`src/rtl/audio_sample_sequencer.sv`:
```
// Audio sample sequencer: divides sysclk into sample ticks, then runs one
// ADC conversion, offset removal, saturating power-of-2 gain, and DAC hand-off per tick.
module audio_sample_sequencer #(
  parameter int unsigned CLK_DIV     = 1000,
  parameter logic [9:0]  ADC_OFFSET  = 10'h181,
  parameter logic [9:0]  DAC_OFFSET  = 10'h200,
  parameter int unsigned ADC_TIMEOUT = 64
) (
  input  logic       sysclk,
  input  logic       rst,
  input  logic       enable,
  input  logic [1:0] gain_sel,
  input  logic       ovr_clr,
  output logic       adc_start,
  input  logic       adc_done,
  input  logic [9:0] adc_data,
  output logic [9:0] dac_data,
  output logic       dac_load,
  input  logic       dac_ready,
  output logic       clip,
  output logic       timeout,
  output logic       overrun,
  output logic       busy
);

  localparam int CW = (CLK_DIV > 1) ? $clog2(CLK_DIV) : 1;
  localparam int WW = (ADC_TIMEOUT > 1) ? $clog2(ADC_TIMEOUT) : 1;

  typedef enum logic [2:0] {
    S_IDLE,
    S_CONVERT,
    S_WAIT_ADC,
    S_PROCESS,
    S_DAC_LOAD
  } state_t;

  state_t      state_q, state_d;
  logic [CW-1:0] cnt_q, cnt_d;
  logic [WW-1:0] wait_q, wait_d;
  logic [1:0]  gain_q, gain_d;
  logic [9:0]  raw_q, raw_d;
  logic [9:0]  y_q, y_d;
  logic [9:0]  dac_data_q, dac_data_d;
  logic        dac_load_q, dac_load_d;
  logic        overrun_q, overrun_d;

  logic        tick;
  logic [9:0]  diff;
  logic signed [12:0] shifted;
  logic        sat_hi, sat_lo;
  logic [9:0]  y_sat;
  logic        adc_start_c, timeout_c, clip_c;

  assign tick = enable && (cnt_q == CW'(CLK_DIV - 1));

  // Offset removal wraps mod 2^10 and is reinterpreted as signed before the shift.
  always_comb begin
    diff    = raw_q - ADC_OFFSET;
    shifted = $signed({{3{diff[9]}}, diff}) <<< gain_q;
    sat_hi  = shifted > 13'sd511;
    sat_lo  = shifted < -13'sd512;
    if (sat_hi) begin
      y_sat = 10'h1FF;
    end else if (sat_lo) begin
      y_sat = 10'h200;
    end else begin
      y_sat = shifted[9:0];
    end
  end

  always_comb begin
    cnt_d       = cnt_q;
    state_d     = state_q;
    wait_d      = wait_q;
    gain_d      = gain_q;
    raw_d       = raw_q;
    y_d         = y_q;
    dac_data_d  = dac_data_q;
    dac_load_d  = dac_load_q;
    overrun_d   = overrun_q;
    adc_start_c = 1'b0;
    timeout_c   = 1'b0;
    clip_c      = 1'b0;

    if (!enable || tick) begin
      cnt_d = '0;
    end else begin
      cnt_d = cnt_q + CW'(1);
    end

    // Set has priority over clear so a tick lost in the same cycle is never hidden.
    if (ovr_clr) overrun_d = 1'b0;
    if (tick && (state_q != S_IDLE)) overrun_d = 1'b1;

    case (state_q)
      S_IDLE: begin
        if (tick) state_d = S_CONVERT;
      end
      S_CONVERT: begin
        adc_start_c = 1'b1;
        gain_d      = gain_sel;
        wait_d      = '0;
        state_d     = S_WAIT_ADC;
      end
      S_WAIT_ADC: begin
        if (adc_done) begin
          raw_d   = adc_data;
          state_d = S_PROCESS;
        end else if (wait_q == WW'(ADC_TIMEOUT - 1)) begin
          timeout_c = 1'b1;
          state_d   = S_IDLE;
        end else begin
          wait_d = wait_q + WW'(1);
        end
      end
      S_PROCESS: begin
        clip_c  = sat_hi || sat_lo;
        y_d     = y_sat;
        state_d = S_DAC_LOAD;
      end
      S_DAC_LOAD: begin
        // First cycle loads the output register; dac_data is frozen after that.
        if (!dac_load_q) begin
          dac_data_d = y_q + DAC_OFFSET;
          dac_load_d = 1'b1;
        end else if (dac_ready) begin
          dac_load_d = 1'b0;
          state_d    = S_IDLE;
        end
      end
      default: state_d = S_IDLE;
    endcase
  end

  always_ff @(posedge sysclk or posedge rst) begin
    if (rst) begin
      state_q    <= S_IDLE;
      cnt_q      <= '0;
      wait_q     <= '0;
      gain_q     <= '0;
      raw_q      <= '0;
      y_q        <= '0;
      dac_data_q <= DAC_OFFSET;
      dac_load_q <= 1'b0;
      overrun_q  <= 1'b0;
    end else begin
      state_q    <= state_d;
      cnt_q      <= cnt_d;
      wait_q     <= wait_d;
      gain_q     <= gain_d;
      raw_q      <= raw_d;
      y_q        <= y_d;
      dac_data_q <= dac_data_d;
      dac_load_q <= dac_load_d;
      overrun_q  <= overrun_d;
    end
  end

  assign adc_start = adc_start_c;
  assign timeout   = timeout_c;
  assign clip      = clip_c;
  assign dac_data  = dac_data_q;
  assign dac_load  = dac_load_q;
  assign overrun   = overrun_q;
  assign busy      = (state_q != S_IDLE);

endmodule

```
`config.mk`:
```
export PLATFORM = sky130hd
export DESIGN_NAME = audio_sample_sequencer
export DESIGN_NICKNAME = d
export VERILOG_FILES = /design/src/rtl/audio_sample_sequencer.sv
export SDC_FILE = /design/constraint.sdc
export NUM_CORES = 1
export LEC_CHECK = 0
export ABC_AREA = 0
export CAP_MARGIN = 20
export CORE_MARGIN = 2
export CORE_UTILIZATION = 60
export DETAILED_ROUTE_END_ITERATION = 16
export PLACE_DENSITY = 0.85
export SETUP_SLACK_MARGIN = 0.3
export SLEW_MARGIN = 10
export SYNTH_ARGS = -nofsm -noshare
export SYNTH_HDL_FRONTEND = slang
export SYNTH_SLANG_ARGS = --single-unit
export TNS_END_PERCENT = 1
```
`constraint.sdc`:
```
create_clock -name sysclk -period 5.9 [get_ports sysclk]
set_clock_uncertainty 0.1 [all_clocks]
set_input_delay 1.77 -clock sysclk [delete_from_list [all_inputs] [get_ports sysclk]]
set_output_delay 1.77 -clock sysclk [all_outputs]
set_load 0.05 [all_outputs]
```
==> impl_summary.log, run 1 <==
[metrics] placer's final routability congestion estimate: 0.836
[metrics] critical path endpoint: clip
[metrics] post-synth cell types: between 50 and 60
[metrics] min cycle time layout: 5.20 ns
[metrics] max-slew headroom at the worst pin: 0.466
[metrics] synthesized flop and latch total: 53
[metrics] gr usage total: 0.222
[metrics] Net count, final: around 330
[metrics] Synth area leaders: dfrtp_1 (47%), mux2_2 (6.9%), nor2_1 (4.6%), nand2_1 (3.4%), o21ai_0 (3.3%)
[metrics] status: finished, final reports clean
[metrics] worst setup path start: raw_q[0]
[metrics] power per unit of standard cell area: 182 mW/mm2
[metrics] remaining antenna violation count: 0
[metrics] routed via count divided by cell count: 5.96
[metrics] chip height: 71.9 um
[metrics] cell area after synthesis: 0.00277 mm2
[metrics] Core ar.: 0.00438 mm2
[metrics] Async S/R FF share, synth: 1.00
[metrics] detailed-router iteration count before antenna repair: 4
[metrics] VDD IR-drop max: 0.0977 mV
[metrics] f_max: 192 MHz
[metrics] average size of a mapped cell: 9.78 um2
[metrics] largest net degree at the start of global routing: 54
[metrics] setup repair after global routing missed its margin: false
[metrics] number of global-route vias before repair: ~2100
[metrics] Congestion Overflow GR: 0
[metrics] count of cell instances traversed by the critical path: 9
[metrics] number of CTS-inserted buffers: 5
[metrics] starting density of the core: 0.631
[metrics] number of remaining DRC errors: 0
[metrics] number of DRC markers after the initial detailed-route iteration: between 90 and 100
[metrics] net count after synthesis: 304
[metrics] clock root buffer master: clkbuf_8
[metrics] endpoint of the worst-slack reg-to-reg timing path: y_q[5]
[metrics] final hold violation count: 0
[metrics] warnings from Yosys: 0
[metrics] placed wire-length estimate: about 3700 um
[metrics] wire length reported by the detailed router: 5220 um
[metrics] Worst Path Required: a little over 4 ns
[metrics] final number of setup-violating endpoints: 0
[metrics] pins over their slew limit: 0
[metrics] leak pwr: 0.00141 uW
[metrics] total non-filler cell area in the finished layout: 0.00322 mm2
[metrics] max-cap violation count: 0
[metrics] number of H-tree levels: 2
[metrics] critical path data arrival time: 3.33 ns
[metrics] post-CTS setup buffer count: 0
[metrics] number of diodes added for antenna fixing: 0
[metrics] synthesized instance count: around 280
[metrics] number of top-level design ports: 34
[metrics] Clock Sinks: 53
[metrics] wire length of the first global-routing pass: 9150 um
[metrics] TritonCTS clock tree: done
[metrics] Placed Instance Area: 0.00311 mm2
[metrics] WL/cell: 14.3 um
[metrics] CTS clk-pin slew, worst paths: 0.09 ns
[metrics] port bufs: 33
[metrics] share of Yosys cell area claimed by the top area cell type: 0.470
[metrics] Fin Setup TNS: 0 ns
[metrics] maximum single-stage delay on the critical path: 0.84 ns
[metrics] Die Area: 0.00517 mm2
[metrics] post-cts hold buffer count: 0
[metrics] post-route fraction of the period consumed by the critical path: 0.882
[metrics] worst hold path type: reg2reg
[metrics] placement row count: 24
[metrics] endpoint class of the critical path: output pin
[metrics] worst skew pair latency: 0.30 ns
[metrics] register-to-register setup slack: 3.28 ns
[metrics] top cell types by occurrence after synthesis: dfrtp_1 (52), nor2_1 (34), nand2_1 (25), o21ai_0 (18), mux2_2 (17)
[metrics] proportion of layout cells with a drive suffix above 1: 0.128
[metrics] most numerous cell in the Yosys netlist: dfrtp_1
[metrics] clock buffer depth: 2
[metrics] Post-synth top flop: dfrtp_1
[metrics] slowest stage cell, crit path: clkdlybuf4s50_1
[metrics] most frequent cell on the critical path: a21oi_1
[metrics] Worst R2R Path Depth: 8
[metrics] critical path buffer and inverter count: 2
[metrics] antenna violations before repair: 0
[metrics] final hold slack: 0.332 ns
[metrics] sequential area share after synthesis: 0.480
[metrics] cell-by-cell trace of the critical path: inv_1 -> ha_1 -> nand2b_1 -> o32ai_2 -> nor2_1 -> a21oi_1 -> o21ai_4 -> a21oi_1 -> clkdlybuf4s50_1
[metrics] growth of design area from synthesis to finish: 16.3%
[metrics] Via Count: 2174
[metrics] path type of the worst setup path: reg2out
[metrics] CP max FO: 11
[metrics] CP top delay family: compound AO/OA/AOI/OAI gates
[metrics] Die Width: ~72 um
[metrics] actual transition at the worst max-transition pin: 0.798 ns
[metrics] most area-hungry cell type in the Yosys netlist: dfrtp_1
[metrics] worst flop-to-flop path startpoint: raw_q[0]
[metrics] number of gates resized after cts: 0
[metrics] EDFF count, synth: 0
[metrics] crit path launch type: flip-flop
[metal layers]
| metal | share of wire | track usage | vias to the layer above | wire, um |
|---|---|---|---|---|
| li1 | - | - | 1076 | - |
| met1 | 0.45 | 0.279 | 1015 | 2360 |
| met2 | 0.49 | 0.381 | 71 | 2540 |
| met3 | 0.046 | 0.0472 | 12 | 240 |
| met4 | 0.016 | 0.0839 | 0 | 84 |
| met5 | 0 | 0 | - | 0 |
[cell families after synthesis]
kind of cell | synth area share
flip-flops | 0.480
AND/OR/NAND/NOR | 0.190
XOR/XNOR | 0.0380
adder cells (fa/ha/maj) | 0.0136
buffers and inverters | 0.0353
AO/OA/AOI/OAI | 0.164
multiplexers | 0.0801
[power by group]
| group | leakage (uW) | internal (uW) | switching [uW] | total, uW |
|---|---|---|---|---|
| logic | 0.000676 | 13.0 | 11.5 | 24.5 |
| registers | 0.000698 | 365 | 1.41 | 366 |
| clock network | 0.0000385 | 84.1 | 111 | 195 |
[per-stage QoR]
step | power [uW] | util | instances | setup slack [ns]
2_1_floorplan | 382 | - | 283 | 0.955
3_3_place_gp | 396 | 0.710 | 356 | 0.903
3_5_place_dp | 397 | 0.710 | 356 | 0.872
4_1_cts | 591 | 0.729 | 364 | 0.679
5_1_grt | 608 | 0.734 | 365 | 0.402
6_report | 586 | 0.734 | 365 | 0.699
[cells in the final DEF, fill, tap and decap left out, types with 3 or more instances in the layout]
cell type	netlist	routed
mux2_2	17	17
dfrtp_1	52	52
buf_4	0	3
a211oi_1	3	3
a21oi_1	7	7
nand3_1	8	8
xnor2_1	6	6
xor2_1	6	6
nor2_1	34	34
mux2i_1	3	3
nand2_1	25	25
and3_1	3	3
nor4b_1	3	3
o211ai_1	7	7
clkbuf_8	0	5
nor3_1	8	8
a31oi_1	10	10
inv_1	9	8
ha_1	3	3
nand4_1	5	5
clkdlybuf4s50_1	0	32
o21ai_0	18	18
or3_1	7	7
nand2b_1	3	3
[worst min path at each step]
| stage | start | to | slack [ns] | cells past startpoint |
|---|---|---|---|---|
| floorplan | y_q[9] | dac_data[9] | 0.28 | 1 |
| global placement | y_q[9] | dac_data[9] | 0.31 | 1 |
| CTS | y_q[9] | dac_data[9] | 0.33 | 1 |
| finish | y_q[9] | dac_data[9] | 0.33 | 1 |
| global route | y_q[9] | dac_data[9] | 0.36 | 1 |
| detailed placement | y_q[9] | dac_data[9] | 0.32 | 1 |
[sequential cells by signal (all words and copies together) (netlist names), 2 cells and up]
name and count:
dac_data 10, cnt_q 10, y_q 10, wait_q 6, gain_q 2, raw_q 10, state_q 3
[layout make-up]
| type | count | area [um2] |
|---|---|---|
| well taps | 52 | 65.1 |
| repair buffers | 36 | 363 |
| clock buffers | 7 | 76.3 |
| inverters | 10 | 37.5 |
| multi-input cells | 206 | 1340 |
| flip-flops and latches | 53 | 1330 |
| fillers | 323 | 1170 |
| clock inverters | 1 | 7.51 |
Note: power is estimated with default switching activity, not from simulation.
==> run 2, diff against run 1 <==
- SKIP_CTS_REPAIR_TIMING: unset -> 1
- SLEW_MARGIN: 10 -> 20
==> run 2 against run 1 <==
Against the previous run: via count down 0.41%; sequential power about the same; die area unchanged; combinational power down 7%; power about the same; setup slack worse by 0.0094 ns; fmax down 0.18%; wire length down 0.34%; register-to-register slack about the same; critical path type unchanged; critical endpoint unchanged; highest routed layer unchanged.
==> impl_summary.log, run 2 (synthesized netlist as in run 1, its figures left out) <==
[metrics] non-filler instance count after layout: 364 (-0.27%)
[metrics] remaining antenna violation count: 0 (unchanged)
[metrics] maximum single-stage delay on the critical path: 0.84 ns (about the same)
[metrics] number of top-level design ports: 34 (unchanged)
[metrics] VDD IR-drop max: 0.0967 mV (-1.0%)
[metrics] port bufs: 33 (unchanged)
[metrics] Fin Setup TNS: 0 ns (unchanged)
[metrics] clock root buffer master: clkbuf_8
[metrics] worst skew pair latency: 0.30 ns (about the same)
[metrics] gr usage total: 0.222 (unchanged)
[metrics] chip height: 71.9 um (unchanged)
[metrics] placement row count: 24 (unchanged)
[metrics] number of DRC markers after the initial detailed-route iteration: 77 (-19%)
[metrics] number of remaining DRC errors: 0 (unchanged)
[metrics] wire length reported by the detailed router: 5200 um (-0.34%)
[metrics] Worst Path Required: 4.03 ns (about the same)
[metrics] proportion of layout cells with a drive suffix above 1: 0.125 (-0.00280)
[metrics] final hold violation count: 0 (unchanged)
[metrics] path type of the worst setup path: reg2out
[metrics] wire length of the first global-routing pass: 9150 um (unchanged)
[metrics] most frequent cell on the critical path: a21oi_1
[metrics] Net count, final: 332 (-0.30%)
[metrics] number of CTS-inserted buffers: 5 (unchanged)
[metrics] TritonCTS clock tree: done
[metrics] pins over their slew limit: 0 (unchanged)
[metrics] antenna violations before repair: 0 (unchanged)
[metrics] critical path data arrival time: 3.34 ns (about the same)
[metrics] f_max: 192 MHz (-0.18%)
[metrics] fraction of met1 tracks used by global routing: 0.279 (unchanged)
[metrics] worst hold path type: reg2reg
[metrics] Via Count: 2165 (-0.41%)
[metrics] power per unit of standard cell area: 183 mW/mm2 (+0.49%)
[metrics] Clock Sinks: 53 (unchanged)
[metrics] Power Total: 585 uW (about the same)
[metrics] Core ar.: 0.00438 mm2 (unchanged)
[metrics] commonest cells after routing, fill and taps aside: dfrtp_1 (52), nor2_1 (34), clkdlybuf4s50_1 (32), nand2_1 (25), o21ai_0 (18)
[metrics] critical path buffer and inverter count: 2 (unchanged)
[metrics] number of cells in the design after placement: 356 (unchanged)
[metrics] actual transition at the worst max-transition pin: 0.875 ns (+0.0770 ns)
[metrics] CP top delay family: compound AO/OA/AOI/OAI gates
[metrics] placed wire-length estimate: 3750 um (unchanged)
[metrics] met3 Use GR: 0.0472 (unchanged)
[metrics] largest net degree at the start of global routing: 54 (unchanged)
[metrics] CP max FO: 11 (unchanged)
[metrics] crit path launch type: flip-flop
[metrics] leak pwr: 0.00140 uW (-0.69%)
[metrics] number of global-route vias before repair: 2130 (unchanged)
[metrics] busiest layer in global routing: met2
[metrics] detailed-router iteration count before antenna repair: 4 (unchanged)
[metrics] slowest stage cell, crit path: clkdlybuf4s50_1
[metrics] placer's final routability congestion estimate: 0.836 (unchanged)
[metrics] Congestion Overflow GR: 0 (unchanged)
[metrics] cell-by-cell trace of the critical path: inv_1 -> ha_1 -> nand2b_1 -> o32ai_2 -> nor2_1 -> a21oi_1 -> o21ai_4 -> a21oi_1 -> clkdlybuf4s50_1
[metrics] starting density of the core: 0.631 (unchanged)
[metrics] number of diodes added for antenna fixing: 0 (unchanged)
[metrics] final number of setup-violating endpoints: 0 (unchanged)
[metrics] max-slew headroom at the worst pin: 0.416 (-0.0501)
[metrics] growth of design area from synthesis to finish: 15.6%
[metrics] routed via count divided by cell count: 5.95 (-0.14%)
[metrics] number of H-tree levels: 2 (unchanged)
[metrics] Die Area: 0.00517 mm2 (unchanged)
[metrics] post-route fraction of the period consumed by the critical path: 0.883 (+0.00159)
[metrics] Filler Cells Inserted: 326 (+0.93%)
[metrics] clock buffer depth: 2 (unchanged)
[metrics] CTS clk-pin slew, worst paths: 0.09 ns (about the same)
[metrics] WL/cell: 14.3 um (about the same)
[metrics] Die Width: 71.9 um (unchanged)
[metrics] final hold slack: 0.336 ns (+0.00355 ns)
[metrics] endpoint class of the critical path: output pin
[metrics] met2 track utilization from global routing: 0.381 (unchanged)
[metrics] leading cell type in the layout, fill and taps excluded: dfrtp_1
[metrics] status: finished, final reports clean
[metrics] setup repair after global routing missed its margin: false
[metrics] min cycle time layout: 5.21 ns (+0.00935 ns)
[metrics] max-cap violation count: 0 (unchanged)
[run 2: cell types whose count changed in the layout (fill, tap and decap cells not counted)]
cell and delta:
inv_2 -1, buf_12 -1, clkinv_2 +1
[run 2: per-layer routing]
metal	part of all wire	routed length, um	vias up
met2	0.48	2520	63
met4	0.016	82	0
met5	0	0	-
met3	0.044	227	10
met1	0.46	2370	1019
li1	-	-	1073
[run 2: worst paths after layout]
check	to	cells after the start	from	slack [ns]
hold reg to reg	dac_data[9]	1	y_q[9]	0.34
max in group asynchronous	raw_q[2]	2	rst	3.34
setup reg to reg	y_q[5]	8	raw_q[0]	3.28
setup / recovery	clip	9	raw_q[0]	0.69
min in group asynchronous	y_q[8]	2	rst	1.85
hold / removal	dac_data[9]	1	y_q[9]	0.34
[run 2: metrics by stage]
stage	cell area [um2]	setup WS (ns)	util
2_1_floorplan	2770	0.955	-
3_3_place_gp	3110	0.903	0.710
3_5_place_dp	3110	0.872	0.710
4_1_cts	3200	0.679	0.729
5_1_grt	3200	0.402	0.730
6_report	3200	0.690	0.730
[run 2: final cells by class]
| cell class | instances | area, um2 | share of cell area |
|---|---|---|---|
| Inverter | 10 | 38.8 | 0.0121 |
| Clock buffer | 7 | 76.3 | 0.0239 |
| Clock inverter | 1 | 7.51 | 0.00235 |
| Sequential cell | 53 | 1330 | 0.415 |
| Timing Repair Buffer | 35 | 343 | 0.107 |
| Tap cell | 52 | 65.1 | 0.0203 |
| Multi-Input combinational cell | 206 | 1340 | 0.419 |
[run 2: worst register-to-register path: stages, from the launching register on]
cell	delay, ns
dfrtp_1	0.44
inv_1	0.14
ha_1	0.22
nand2b_1	0.24
o32ai_2	0.45
o32ai_1	0.18
a22oi_2	0.38
o211ai_1	0.18
a31oi_1	0.21
[run 2: report_power, final]
part / internal, uW / switching [uW] / leakage (uW)
registers: 365 / 1.40 / 0.000698
clock network: 84.1 / 112 / 0.0000385
logic: 11.7 / 11.2 / 0.000667
